## config.mk

```make
export PLATFORM = sky130hd
export DESIGN_NAME = puf_response_sequencer
export DESIGN_NICKNAME = d
export VERILOG_FILES = /design/src/rtl/puf_pkg.sv /design/src/rtl/puf_window_timer.sv /design/src/rtl/puf_response_sequencer.sv
export SDC_FILE = /design/constraint.sdc
export NUM_CORES = 1
export LEC_CHECK = 0
export ABC_AREA = 1
export CORE_ASPECT_RATIO = 1.4
export CORE_MARGIN = 2
export CORE_UTILIZATION = 35
export CTS_CLUSTER_SIZE = 30
export DETAILED_ROUTE_END_ITERATION = 16
export GPL_TIMING_DRIVEN = 1
export SLEW_MARGIN = 20
export SYNTH_ARGS = -nofsm -noshare
export SYNTH_HDL_FRONTEND = slang
export SYNTH_HIERARCHICAL = 1
export SYNTH_SLANG_ARGS = --single-unit
```

## constraint.sdc

```tcl
create_clock -name clk -period 1.9 [get_ports clk]
set_input_delay 0.38 -clock clk [delete_from_list [all_inputs] [get_ports clk]]
set_output_delay 0.38 -clock clk [all_outputs]
set_load 0.01 [all_outputs]
```

## src/rtl/puf_pkg.sv

```systemverilog
// Shared types and default widths for the PUF response sequencer.
package puf_pkg;

    localparam int DEF_CNT_W = 8;
    localparam int DEF_SEL_W = 5;

    typedef enum logic [2:0] {
        ST_IDLE,
        ST_CLEAR,
        ST_RUN,
        ST_SETTLE,
        ST_SAMP1,
        ST_SAMP2,
        ST_NEXT,
        ST_DONE
    } state_t;

endpackage

```

## src/rtl/puf_window_timer.sv

```systemverilog
// Loadable down-counter; done is high whenever the count has reached zero.
module puf_window_timer #(
    parameter int W = 8
) (
    input  logic         clk,
    input  logic         rst_n,
    input  logic         load,
    input  logic [W-1:0] load_val,
    output logic         done
);

    logic [W-1:0] count;

    // Load on request, otherwise count down and park at zero.
    always_ff @(posedge clk) begin
        if (rst_n) begin
            count <= '0;
        end else if (load) begin
            count <= load_val;
        end else if (count != '0) begin
            count <= count - W'(1);
        end
    end

    assign done = (count == '0);

endmodule

```

## src/rtl/puf_response_sequencer.sv

```systemverilog
// Sweeps the oscillator pairs, times clear/run/settle windows and builds
// one response bit per challenge from the two bank counts.
//
// state    | meaning
// ---------+------------------------------------------------------------
// IDLE     | waiting for start; outputs hold the last result
// CLEAR    | cnt_clr high, sel = idx, CLR_CYCLES long
// RUN      | ro_en high, WIN_CYCLES long
// SETTLE   | oscillators stopped, counts settling, SETTLE_CYCLES long
// SAMP1    | capture both counts
// SAMP2    | re-read counts, flag instability, write response/tie bit
// NEXT     | advance idx or finish
// DONE     | resp_valid pulse
module puf_response_sequencer
    import puf_pkg::*;
#(
    parameter int NUM_CH        = 7,
    parameter int SEL_W         = DEF_SEL_W,
    parameter int CNT_W         = DEF_CNT_W,
    parameter int CLR_CYCLES    = 2,
    parameter int WIN_CYCLES    = 64,
    parameter int SETTLE_CYCLES = 4
) (
    input  logic              clk,
    input  logic              rst_n,
    input  logic              start,
    input  logic [CNT_W-1:0]  count_a,
    input  logic [CNT_W-1:0]  count_b,
    output logic              ro_en,
    output logic              cnt_clr,
    output logic [SEL_W-1:0]  sel,
    output logic              busy,
    output logic [NUM_CH-1:0] response,
    output logic [NUM_CH-1:0] tie_mask,
    output logic              unstable,
    output logic              resp_valid
);

    // Timer holds duration-1, so it only needs to represent the longest window minus one.
    localparam int MAX_T = (WIN_CYCLES > CLR_CYCLES)
                         ? ((WIN_CYCLES > SETTLE_CYCLES) ? WIN_CYCLES : SETTLE_CYCLES)
                         : ((CLR_CYCLES > SETTLE_CYCLES) ? CLR_CYCLES : SETTLE_CYCLES);
    localparam int TMR_W = (MAX_T > 1) ? $clog2(MAX_T) : 1;

    state_t             state;
    state_t             state_nxt;
    logic               tmr_load;
    logic [TMR_W-1:0]   tmr_val;
    logic               tmr_done;
    logic [SEL_W-1:0]   idx;
    logic [CNT_W-1:0]   cap_a;
    logic [CNT_W-1:0]   cap_b;
    logic               last_ch;

    assign last_ch = (idx == SEL_W'(NUM_CH - 1));

    puf_window_timer #(
        .W (TMR_W)
    ) u_timer (
        .clk      (clk),
        .rst_n    (rst_n),
        .load     (tmr_load),
        .load_val (tmr_val),
        .done     (tmr_done)
    );

    // State register.
    always_ff @(posedge clk) begin
        if (rst_n) begin
            state <= ST_IDLE;
        end else begin
            state <= state_nxt;
        end
    end

    // Next-state decode; the timer is loaded on entry to each timed state.
    always_comb begin
        state_nxt = state;
        tmr_load  = 1'b0;
        tmr_val   = '0;
        case (state)
            ST_IDLE: begin
                if (start) begin
                    state_nxt = ST_CLEAR;
                    tmr_load  = 1'b1;
                    tmr_val   = TMR_W'(CLR_CYCLES - 1);
                end
            end
            ST_CLEAR: begin
                if (tmr_done) begin
                    state_nxt = ST_RUN;
                    tmr_load  = 1'b1;
                    tmr_val   = TMR_W'(WIN_CYCLES - 1);
                end
            end
            ST_RUN: begin
                if (tmr_done) begin
                    state_nxt = ST_SETTLE;
                    tmr_load  = 1'b1;
                    tmr_val   = TMR_W'(SETTLE_CYCLES - 1);
                end
            end
            ST_SETTLE: begin
                if (tmr_done) begin
                    state_nxt = ST_SAMP1;
                end
            end
            ST_SAMP1: state_nxt = ST_SAMP2;
            ST_SAMP2: state_nxt = ST_NEXT;
            ST_NEXT: begin
                if (last_ch) begin
                    state_nxt = ST_DONE;
                end else begin
                    state_nxt = ST_CLEAR;
                    tmr_load  = 1'b1;
                    tmr_val   = TMR_W'(CLR_CYCLES - 1);
                end
            end
            ST_DONE: state_nxt = ST_IDLE;
            default: state_nxt = ST_IDLE;
        endcase
    end

    // Challenge index, sample capture and response assembly.
    always_ff @(posedge clk) begin
        if (rst_n) begin
            idx      <= '0;
            cap_a    <= '0;
            cap_b    <= '0;
            response <= '0;
            tie_mask <= '0;
            unstable <= 1'b0;
        end else begin
            case (state)
                ST_IDLE: begin
                    if (start) begin
                        idx      <= '0;
                        response <= '0;
                        tie_mask <= '0;
                        unstable <= 1'b0;
                    end
                end
                ST_SAMP1: begin
                    cap_a <= count_a;
                    cap_b <= count_b;
                end
                ST_SAMP2: begin
                    if ((count_a != cap_a) || (count_b != cap_b)) begin
                        unstable <= 1'b1;
                    end
                    for (int i = 0; i < NUM_CH; i++) begin
                        if (idx == SEL_W'(i)) begin
                            response[i] <= (count_a > count_b);
                            tie_mask[i] <= (count_a == count_b);
                        end
                    end
                end
                ST_NEXT: begin
                    if (!last_ch) begin
                        idx <= idx + SEL_W'(1);
                    end
                end
                default: ;
            endcase
        end
    end

    assign ro_en      = (state == ST_RUN);
    assign cnt_clr    = (state == ST_CLEAR);
    assign busy       = (state != ST_IDLE) && (state != ST_DONE);
    assign resp_valid = (state == ST_DONE);
    assign sel        = idx;

endmodule
```

# After elaboration in Yosys (flattened, before gate mapping)
# Cells that the tools add are included.
# op_classes
muxes,40
reduce_logical,21
magnitude_cmp,1
addsub,2
n_eq_ne,30
# ops
cell,count
$pmux 7 s2,2
$reduce_and 3->1,9
$pmux 3 s8,1
$pmux 6 s4,1
$ne 2x2->1 const B,11
$mux 1,21
$mux 6,3
$ne 8x8->1,2
$eq 5x3->1 const B,3
$mux 3,5
$eq 3x3->1 const B,4
$eq 5x2->1 const B,2
$mux 5,2
$pmux 5 s2,1
$eq 8x8->1,1
$gt 8x8->1,1
$mux 7,1
$eq 3x2->1 const B,2
$logic_not 6->1,1
$reduce_bool 2->1,3
$reduce_bool 6->1,1
$sub 6x1->6 const B,1
$add 5x1->5 const B,1
$eq 5x1->1 const B,1
other kinds (13),14
# word_totals
output_inout_bits,24
reg_bits,45
input_bits,19
wordCells,114

# Longest topological paths before layout
# depth
word_depth,4
mapped_depth,13
mapped_depth_nobuf,12

# By module
# The synthesis kept the hierarchy.
# modules_own_cells
module,cells_per_inst,seq_area_each_um2,area_each_um2,n_inst
puf_response_sequencer,336,780.7,2185.8,1
puf_window_timer,61,120.1,402.9,1

# Least setup slack after synthesis
# No wires, ideal clock.
# synth_path
kind,register to register
from,"reg idx[0], in the netlist sel[0]"
to,reg u_timer.count[0]
slack_ps,198
t_required_ps,1784
t_arrival_ps,1586
synth_period_minus_slack_ps,1702
path_buffers,1
path_stages_with_launch,14
setup_ps,116
path_cell_list,dfxtp_1 -> inv_1 -> ha_1 -> nand4_1 -> nand2_1 -> nand2_2 -> inv_2 -> nand2_1 -> buf_6 -> inv_2 -> nand4_4 -> clkinv_1 -> nand2_1 -> a21oi_1
# synth_via
elab_chain_cells,4
word_cells_on_any_way,7
classes_between,eq/ne: 1; mux: 5; reduce/logical: 1
# synth_lines
element,line,rtl
from (decl),puf_response_sequencer.sv:50,logic [SEL_W-1:0] idx;
from (signal assigned),puf_response_sequencer.sv:160,idx <= idx + SEL_W'(1);
$eq 5x3->1 (*),puf_response_sequencer.sv:55,assign last_ch = (idx == SEL_W'(NUM_CH - 1));
$mux 1 (*),puf_response_sequencer.sv:111,if (last_ch) begin
$pmux 1 s3 (*),puf_response_sequencer.sv:81,case (state)
net tmr_load,puf_response_sequencer.sv:47,logic tmr_load;
$mux 6 or $reduce_bool 2->1 (tied branches),--,
to (signal assigned),puf_window_timer.sv:19,count <= load_val;
to (signal assigned),puf_window_timer.sv:21,count <= count - W'(1);
to (decl),puf_window_timer.sv:12,logic [W-1:0] count;
# The timed path passes the listed nets; every way through them passes the cells marked *.
# A chain may end at the register's enable or synchronous reset.

# Worst setup path in the final report
# layout_path
from,in count_b[7]
to,reg tie_mask[5]
# layout_via
elab_chain_cells,3
# layout_lines
element,line,rtl
from (decl),puf_response_sequencer.sv:28,"input logic [CNT_W-1:0] count_b,"
$eq 8x8->1,puf_response_sequencer.sv:154,tie_mask[i] <= (count_a == count_b);
$mux 1,puf_response_sequencer.sv:152,if (idx == SEL_W'(i)) begin
$pmux 7 s2,puf_response_sequencer.sv:134,case (state)
"to (signal, indexed assignment)",puf_response_sequencer.sv:154,
to (decl),puf_response_sequencer.sv:34,"output logic [NUM_CH-1:0] tie_mask,"
# No other way between the ends. The select of a mux whose other input is x is not followed.

==> results list <==
- Run status: complete, no violations
- After global routing the overflow that remains totals 0.
* Average cell area after synthesis: between 6 and 7 µm²
- The most numerous cell type found on the critical path is sky130_fd_sc_hd__nand2_1.
* Floorplan core area: 7270 µm²
* Fmax: 573 MHz
- The synthesized netlist contains 29 unique library cells.
- Crit Path Class: in2reg
- In this run switching power makes up about two fifths of total power.
- Diodes inserted: 0
- Entering global routing, the biggest net connects 34 pins.
* Die area: 8110 µm²
- In the synthesized netlist the dominant register cell turns out to be sky130_fd_sc_hd__dfxtp_1.
- In this run the cell area measured after placement is approximately 3300 µm².
- Fin Clk Skew: approximately 13 ps
- Global-route usage over all layers: between 15 and 20%
- Depth of the worst register-to-register path: 13
* Worst Path Required: between 2000 and 2500 ps
- Number of register bits inferred by synthesis: between 40 and 50
- Max VDD drop: around 0.00063 V
* Library cell with the highest instance count after synthesis: sky130_fd_sc_hd__nand2_1
* Power Internal: 2330 µW
* Die width: 76.7 µm
* Number of standard-cell rows in the floorplan: 37
- Total number of yosys warnings: 6
* Vias in the first global route: 2,338
- Setup violations remaining at the end of the flow were counted as 0.
- STA classifies the critical path endpoint as a register.
- Cell types occupying the most area after synthesis: sky130_fd_sc_hd__dfxtp_1, sky130_fd_sc_hd__nand2_1, sky130_fd_sc_hd__a21oi_1, sky130_fd_sc_hd__inv_1, sky130_fd_sc_hd__ha_1
- No sink is reached through more buffers than the 2 on the longest clock path.
- The smallest clock period supported by the final layout is computed as between 1500 and 2000 ps.
* Length of the first detailed-routing pass in iterations: 4
- The design draws a little under 4000 µW.
- Fraction of layout cells with a size suffix above 1: about 14%
* Hold depth: 2
* Clock H-tree levels: 2
- Buffer cell driving the clock tree root: sky130_fd_sc_hd__clkbuf_8
* Antenna violations before repair: 0
- The slowest stage of the critical path is the sky130_fd_sc_hd__clkdlybuf4s50_1 cell.
* Core occupancy in the finished layout: approximately 48%
- During placement, the flow inserted port buffers numbering 42.
- Non-filler cells, final: 565
- Final design instance area without fill: 3470 µm²
- Data arrives at the worst endpoint at 1980 ps.
- The worst path meets setup with roughly 150 ps of slack.
- Counting buffers and inverters, the worst setup path is 8 cells deep.
- DPL Wire Length: between 4000 and 5000 µm
- Startpoint type of the worst setup path: primary input
* Final Hold Viols: 0
- Clock Power Share: between 10% and 20%
- DRC: 0
* Final slew viol count: 0
* Leak Pwr: 0.00165 µW
* Fill cell total of the finished layout: 760
- Placed cell count: approximately 560
- Number of instances in the synthesized netlist: 397
- Category of cells accounting for the largest share of critical-path delay: simple AND/OR/NAND/NOR gates
* Worst path max stage delay: 470 ps
- Power spread over the standard cell area amounts to 1120 nW/µm².
- Last weighted congestion value of the routability-driven placer: ~0.79
* Sequential element share of the synthesized area: 34.8%
* Number of routed nets with antenna violations: 0
* Max_slew headroom: a little over two thirds
- The min-delay analysis places its worst path in the category reg2reg.
- Net switching power: 1550 µW
- TritonCTS built the clock tree.
- Mapped Area: around 2600 µm²
- After detailed routing, the total wire length is between 6000 and 7000 µm.
- The number of buffers and inverters on the critical path is 2.
* Share of power burned in combinational logic: around 47%
* Starting density of the core: a little over a third
* Number of I/O pins: 43
- CTS Buf Count: 5
- Proportion of register bits with asynchronous set or reset after synthesis: 0%
* Ratio of final minimum period to clock period: 91.9%
* Dominant cell type by area after synthesis: sky130_fd_sc_hd__dfxtp_1
- Clock-pin slew was measured on the worst setup and hold paths at roughly 90 ps.
* RSZ-0062 raised after global routing: no
* Global-route wire length before repair: between 10,000 and 15,000 µm
- After detailed routing, the average wire length per cell comes to between 10 and 15 µm.
* Most common library cells after synthesis: sky130_fd_sc_hd__nand2_1, sky130_fd_sc_hd__inv_1, sky130_fd_sc_hd__dfxtp_1
- Post-layout net count: 500
- # Max-Cap Violations: 0
* Sink Count: 45
* Number of flops mapped to enable cells by yosys: 0
- Total vias in the final route: between 2k and 3k
* Net count after synthesis: 430
- The clock reaches the later pin of the worst-skew pair after roughly 310 ps.
- Compared with the post-synthesis result, the final layout area differs by 34.0%.
- Portion of synthesized cell area occupied by the leading cell type: a little over a third
- CTS Hold Bufs: 0
- Floorplan die height: between 100 and 150 µm
- At the pin with the least slew margin, the transition time is approximately 440 ps.
- Biggest fanout along the worst timing path: 7
- First DRT Iteration DRCs: 60
- Using the TritonRoute via totals, the vias-per-cell ratio works out to about 4.5.
- Fraction of power consumed by sequential logic: roughly a third
- Timing analysis after detailed placement gives a worst setup slack of -303 ps.
- The signal on the critical path passes through clkdlybuf4s50_1 > inv_1 > ha_1 > nand2_1 > nor2_1 > nor3b_2 > nand2_1 > a21oi_1.
[final timing paths]
| check | startpoint | end | slack (ps) |
|---|---|---|---|
| worst max-delay path | count_b[7] | tie_mask[5] | 150 |
| worst min-delay path | unstable | unstable | 470 |
| worst max register to register | sel[0] | u_timer/count[1] | 200 |
| worst min register to register | unstable | unstable | 470 |
[sequential cells by signal, summed over array words and instances (netlist names)]
| register | flops |
|---|---|
| unstable | 1 |
| u_timer/count | 6 |
| state | 3 |
| cap_a | 8 |
| sel | 5 |
| tie_mask | 7 |
| response | 7 |
| cap_b | 8 |
[per-layer routing]
metal	global-route usage (%)	part of all wire, %
met1	17.0	45
met2	28.2	50
met3	3.25	3.7
met4	5.06	1.3
met5	0	0
[placed cells by master (no fill, tap or decap), types with 2 or more instances in the layout]
cell type | synthesis | final
sky130_fd_sc_hd__inv_1 | 55 | 55
sky130_fd_sc_hd__buf_4 | 0 | 26
sky130_fd_sc_hd__buf_12 | 0 | 2
sky130_fd_sc_hd__nor2_2 | 2 | 3
sky130_fd_sc_hd__inv_4 | 2 | 2
sky130_fd_sc_hd__nor3_1 | 4 | 3
sky130_fd_sc_hd__dlygate4sd2_1 | 0 | 3
sky130_fd_sc_hd__o21ai_0 | 29 | 28
sky130_fd_sc_hd__clkbuf_8 | 0 | 5
sky130_fd_sc_hd__ha_1 | 14 | 14
sky130_fd_sc_hd__nand4_1 | 2 | 2
sky130_fd_sc_hd__nor2_4 | 2 | 2
sky130_fd_sc_hd__clkdlybuf4s50_1 | 0 | 38
sky130_fd_sc_hd__xor2_1 | 3 | 3
sky130_fd_sc_hd__a21oi_1 | 44 | 44
sky130_fd_sc_hd__dfxtp_2 | 0 | 2
sky130_fd_sc_hd__inv_2 | 10 | 10
sky130_fd_sc_hd__nand3_1 | 9 | 9
sky130_fd_sc_hd__nor2_1 | 27 | 26
sky130_fd_sc_hd__dfxtp_1 | 45 | 42
sky130_fd_sc_hd__nand2_1 | 117 | 114
sky130_fd_sc_hd__nand2_2 | 2 | 5
sky130_fd_sc_hd__o21ai_1 | 14 | 14
[kinds of logic (layout without fill, tap and decap cells)]
group                    after synthesis  count (layout)  share of synthesized area, %
XOR/XNOR                               3               3                          1.02
adder cells (fa/ha/maj)               14              14                          6.77
AO/OA/AOI/OAI                         89              89                          17.4
buffers and inverters                 75             146                          11.5
flip-flops                            45              45                          34.8
AND/OR/NAND/NOR                      171             171                          28.5
[power groups by stage]
stage	registers (µW)	clock network [µW]	logic, µW
2_1_floorplan	1320	0	1190
3_3_place_gp	1300	0	1810
3_5_place_dp	1310	0	1820
4_1_cts	1300	772	1810
5_1_grt	1320	804	2090
6_report	1290	745	1840
[repair_timing]
action | 4_1_cts | 5_1_grt
pin swaps | 0 | 1
setup endpoints to repair | 4 | 21
buffers inserted | 0 | 1
resized for setup | 10 | 6
[stage by stage]
stage	hold WS (ps)	setup TNS [ps]
final	471	0
after CTS	477	0
after floorplan	443	0
after detailed placement	456	-3820
after global placement	450	-2870
after global routing	488	0
[layout make-up]
class | instances | area, µm² | share of cell area, %
Sequential cell | 45 | 907 | 26.2
Tap cell | 97 | 121 | 3.50
Clock inverter | 2 | 38.8 | 1.12
Timing Repair Buffer | 70 | 654 | 18.9
Inverter | 68 | 260 | 7.50
Multi-Input combinational cell | 277 | 1410 | 40.8
Clock buffer | 6 | 72.6 | 2.09
[worst reg2reg max path, delay by kind of cell (launching register included)]
| kind | cells | cell delay (ps) |
|---|---|---|
| AND/OR/NAND/NOR | 7 | 690 |
| flip-flops | 1 | 320 |
| buffers and inverters | 3 | 290 |
| adder cells (fa/ha/maj) | 1 | 180 |
| AO/OA/AOI/OAI | 2 | 160 |
Note: power is estimated with default switching activity, not from simulation.
